`src/rtl/osc_scan_monitor.sv`:
```
// osc_scan_monitor: scans every stimulus vector and flags loop oscillation.
// Each vector gets a settle window, an observe window and one result cycle.
module osc_scan_monitor #(
    parameter int VEC_W   = 8,
    parameter int NODE_W  = 3,
    parameter int SETTLE  = 4,
    parameter int OBSERVE = 8
) (
    input  logic              clk,
    input  logic              rst_n,
    input  logic              start,
    input  logic [NODE_W-1:0] node_in,
    output logic [VEC_W-1:0]  vec_out,
    output logic              busy,
    output logic              done,
    output logic              osc_found,
    output logic [VEC_W-1:0]  osc_vec,
    output logic [NODE_W-1:0] osc_mask,
    output logic [VEC_W:0]    osc_count
);

    typedef enum logic [2:0] {
        S_IDLE,
        S_SETTLE,
        S_OBSERVE,
        S_NEXT,
        S_DONE
    } state_t;

    localparam logic [7:0]       SETTLE_LAST = 8'(SETTLE - 1);
    localparam logic [7:0]       OBS_LAST    = 8'(OBSERVE - 1);
    localparam logic [VEC_W-1:0] VEC_MAX     = '1;
    localparam logic [VEC_W:0]   COUNT_ONE   = (VEC_W + 1)'(1);

    state_t            state;
    logic [7:0]        cnt;
    logic [NODE_W-1:0] node_meta;
    logic [NODE_W-1:0] node_s;
    logic [NODE_W-1:0] node_prev;
    logic [NODE_W-1:0] tog_mask;

    // Two-flop synchronizer for the asynchronous loop nodes
    always_ff @(posedge clk) begin
        if (!rst_n) begin
            node_meta <= '0;
            node_s    <= '0;
        end else begin
            node_meta <= node_in;
            node_s    <= node_meta;
        end
    end

    // Scan sequencer with registered outputs and result capture
    always_ff @(posedge clk) begin
        if (!rst_n) begin
            state     <= S_IDLE;
            cnt       <= '0;
            vec_out   <= '0;
            busy      <= 1'b0;
            done      <= 1'b0;
            osc_found <= 1'b0;
            osc_vec   <= '0;
            osc_mask  <= '0;
            osc_count <= '0;
            node_prev <= '0;
            tog_mask  <= '0;
        end else begin
            done <= 1'b0;
            unique case (state)
                S_IDLE: begin
                    if (start) begin
                        osc_found <= 1'b0;
                        osc_vec   <= '0;
                        osc_mask  <= '0;
                        osc_count <= '0;
                        vec_out   <= '0;
                        cnt       <= '0;
                        busy      <= 1'b1;
                        state     <= S_SETTLE;
                    end
                end
                S_SETTLE: begin
                    if (cnt == SETTLE_LAST) begin
                        cnt   <= '0;
                        state <= S_OBSERVE;
                    end else begin
                        cnt <= cnt + 8'd1;
                    end
                end
                S_OBSERVE: begin
                    // First cycle only takes the reference level, so a
                    // level change carried over from the last vector
                    // never counts as a toggle.
                    if (cnt == 8'd0) begin
                        tog_mask <= '0;
                    end else begin
                        tog_mask <= tog_mask | (node_s ^ node_prev);
                    end
                    node_prev <= node_s;
                    if (cnt == OBS_LAST) begin
                        cnt   <= '0;
                        state <= S_NEXT;
                    end else begin
                        cnt <= cnt + 8'd1;
                    end
                end
                S_NEXT: begin
                    if (tog_mask != '0) begin
                        osc_count <= osc_count + COUNT_ONE;
                        if (!osc_found) begin
                            osc_found <= 1'b1;
                            osc_vec   <= vec_out;
                            osc_mask  <= tog_mask;
                        end
                    end
                    if (vec_out == VEC_MAX) begin
                        busy  <= 1'b0;
                        done  <= 1'b1;
                        state <= S_DONE;
                    end else begin
                        vec_out <= vec_out + 1'b1;
                        state   <= S_SETTLE;
                    end
                end
                S_DONE: begin
                    state <= S_IDLE;
                end
                default: begin
                    state <= S_IDLE;
                end
            endcase
        end
    end

endmodule
```
`config.mk`:
```
export PLATFORM = sky130hd
export DESIGN_NAME = osc_scan_monitor
export DESIGN_NICKNAME = d
export VERILOG_FILES = /design/src/rtl/osc_scan_monitor.sv
export SDC_FILE = /design/constraint.sdc
export NUM_CORES = 1
export LEC_CHECK = 0
export ABC_CLOCK_PERIOD_IN_PS = 1900
export CAP_MARGIN = 30
export CORE_ASPECT_RATIO = 0.75
export CORE_MARGIN = 1
export CORE_UTILIZATION = 45
export DETAILED_ROUTE_END_ITERATION = 16
export PLACE_DENSITY = 0.73
export SLEW_MARGIN = 20
export SYNTH_ARGS = -nofsm -noshare
export SYNTH_HDL_FRONTEND = slang
export SYNTH_SLANG_ARGS = --single-unit
export TNS_END_PERCENT = 10
```
`constraint.sdc`:
```
create_clock -name clk -period 1.9 [get_ports clk]
set_clock_uncertainty 0.1 [all_clocks]
set_input_delay 0.38 -clock clk [delete_from_list [all_inputs] [get_ports clk]]
set_output_delay 0.38 -clock clk [all_outputs]
set_load 0.03 [all_outputs]
```
==> run_results.csv <==
group,metric,value,unit
yosys,netlist.area_leader.share,43.75,%
yosys,synthArstFlopShare,0,%
timing,fin_tns_setup,-3.225,ns
grt,overflow,0,
timing,slew_headroom,66.54,%
timing,hold_slack,0.3416,ns
yosys,netlist_area,2471,sq um
hold_path,hold_path_class,"reg -> reg",
yosys,synth_fp_nets,296,
critical_path,r2r_start,"cnt[7]",
flow_run,maxCapViolCount,0,
clock_tree,clk_latency,0.31,ns
clock_tree,cts_tree,"done",
grt,use_met1,32.69,%
route,wl_per_cell,14.04,microns
cells_and_area,regArea,1085,sq um
route,drtAntennaViolNets,0,
cells_and_area,multiInputGateArea,1325,sq um
clock_tree,ctsLongestPathBuffers,2,
critical_path,crit_required,1.99,ns
grt,grt_max_degree,33,
grt,top_usage_layer,"met2",
timing,min_period,2.114,ns
critical_path,reg2reg_depth,5,
grt,met2_usage,34.28,%
yosys,ys_ff_latch,54,
clock_tree,numCtsBuffers,5,
critical_path,crit_type,"reg -> reg",
clock_tree,postCtsHoldBufs,0,
yosys,synth.area.top_cells,"dfxtp_1 44%, nand2_1 4.6%, a21oi_1 4.1%",
yosys,synth_cell_types,47,
yosys,yosys-top-cells-count,"54 x dfxtp_1, 30 x nand2_1, 20 x a21oi_1",
power_and_ir_drop,leakagePower,1.365,nW
die,rows,22,
timing,finalSetupViolations,25,
timing,hold_viol_final,0,
timing,slew_violations,0,
placement,preCtsSetupSlack,-0.4435,ns
die,die_w,87.57,microns
timing,max_freq,473.1,MHz
critical_path,crit_fanout,6,
hold_path,hold_path_depth,1,
route,vias,2357,
power_and_ir_drop,powerDensity,717.0,nW/um^2
clock_tree,cts.sinks,54,
die,core-area,5092,sq um
cells_and_area,final_core_util,65.82,%
route,drcViolationCount,0,
route,drt_iter0_markers,216,
cells_and_area,fillCellCount,439,
grt,grtUsageTotal,22.52,%
critical_path,cp.arrival,2.21,ns
timing,finalWorstSetupSlack,-0.2139,ns
timing,fin_crit_sh,111.3,%
power_and_ir_drop,power,2.403,mW
die,die_height,66.18,microns
critical_path,cp-start-kind,"register",
outcome,violations,"negative setup slack",
yosys,synth_most_common_cell,"dfxtp_1",
power_and_ir_drop,peakVddDrop,0.5005,mV
yosys,yosysWarnings,0,
yosys,synth_edf_count,0,
cells_and_area,fin_nets,362,
grt,grt_pass1_vias,2145,
yosys,ys_seq_area_share,43.75,%
clock_tree,htreeDepth,2,
cells_and_area,drive_above_1_share,18.47,%
critical_path,cp-end-kind,"register",
critical_path,regToRegSetupSlack,-0.21,ns
grt,met3_usage,4.994,%
die,initial_utilization,48.53,%
route,vias_per_cell,5.559,
yosys,synthFlopType,"dfxtp_1",
route,routed_wl,5.955,mm
placement,portBuffers,36,
yosys,synth_cells,285,
critical_path,reg2reg_to,"cnt[0]",
die,die_area,5795,sq um
timing,tightest_slew,0.4949,ns
route,drt_pass1_iterations,4,
timing,rsz0062_at_grt,"yes",
cells_and_area,synthToLayoutAreaGrowth,35.65,%
clock_tree,clkTransAtPathRegs,0.10,ns
hold_path,holdCritStartpoint,"node_meta[2]",
placement,gp_congestion,0.8141,
cells_and_area,antennaDiodeCount,0,
clock_tree,cts-root-buf,"clkbuf_8",
outcome,run_status,"complete, but fails checks",
yosys,synth_top_area_cell,"dfxtp_1",
hold_path,whs_endpoint,"node_s[2]",
placement,post-dp-hpwl,4.222,mm
grt,antenna_found_initial,0,
grt,grt_pass1_wl,10.14,mm
die,boundaryPins,37,
yosys,syn_avg_cell_area,8.671,sq um
-- power by group --
group          switching [mW]  leakage (nW)  total [mW]  internal (mW)
Combinational           0.166         0.858       0.316          0.149
Sequential             0.0208         0.438        1.17           1.15
Clock                   0.386        0.0683       0.913          0.528
Total                   0.572          1.36        2.40           1.83
-- per-layer routing --
metal | routed length, microns | part of all wire, %
met5 | 0 | 0
met4 | 46 | 0.77
met3 | 369 | 6.2
met2 | 2567 | 43
met1 | 2971 | 50
-- area by class of cell --
class | count | share of cell area, %
clock inverters | 3 | 2.053
repair buffers | 77 | 20.75
clock buffers | 5 | 2.053
inverters | 5 | 0.5599
flip-flops and latches | 54 | 32.36
multi-input cells | 208 | 39.53
well taps | 72 | 2.688
-- critical path: stages, from the launching register on --
cell and delay, ns:
dfxtp_2 0.33, or4_4 0.56, or4_4 0.49, a221oi_4 0.31, buf_4 0.17, nor3_1 0.04
-- cell usage in the layout, fill, tap and decap left out, types with 2 or more instances in the layout --
master	count
nor2_1	16
inv_1	4
or3_1	6
nand3_1	16
dlymetal6s2s_1	4
xnor2_1	5
xor2_1	6
o21ai_0	18
o31ai_1	2
dfxtp_1	51
nand4b_1	2
a31oi_1	3
a41o_1	2
nor4_1	2
a211oi_1	6
ha_1	5
bufinv_16	2
dlygate4sd2_1	9
a21oi_1	19
buf_12	2
clkdlybuf4s50_1	23
buf_4	38
and3_1	4
mux2i_1	7
nand4_1	13
nand2_1	30
dfxtp_2	3
clkbuf_8	5
or4_4	3
and2_1	7
nor3_1	11
a211oi_2	2
a2111oi_0	2
-- through the flow --
step,std cells,area (sq um)
after CTS,423,3314
after detailed placement,413,3172
final,424,3352
after global placement,413,3172
after global routing,424,3352
after floorplan,285,2476
-- registers in the layout (all words and copies together), names as in the netlist --
register / cells
osc_vec: 8
node_meta: 3
vec_out: 8
osc_found: 1
osc_count: 9
cnt: 8
busy: 1
tog_mask: 3
osc_mask: 3
done: 1
node_prev: 3
node_s: 3
state: 3
-- worst max path at each step --
stage	start	endpoint	slack, ns	depth (start not counted)
global placement	start	osc_count[8]	-0.40	6
finish	cnt[7]	cnt[0]	-0.21	5
global route	cnt[7]	cnt[3]	-0.26	5
floorplan	cnt[7]	cnt[5]	-0.09	4
detailed placement	start	osc_count[8]	-0.44	6
CTS	cnt[7]	cnt[5]	-0.21	5
-- kinds of logic after synthesis --
family                   Yosys count  synth area share, %
multiplexers                       7                2.836
buffers and inverters             23                3.595
AND/OR/NAND/NOR                  119                25.72
adder cells (fa/ha/maj)            5                2.532
AO/OA/AOI/OAI                     66                17.67
XOR/XNOR                          11                3.899
flip-flops                        54                43.75
-- repair_timing --
action / CTS / global route
endpoints found under the setup margin: 34 / 38
gates resized for setup: 10 / 10
pin swaps: 1 / 1
buffers inserted: 2 / 1
Power figures use the tool's default switching activity.
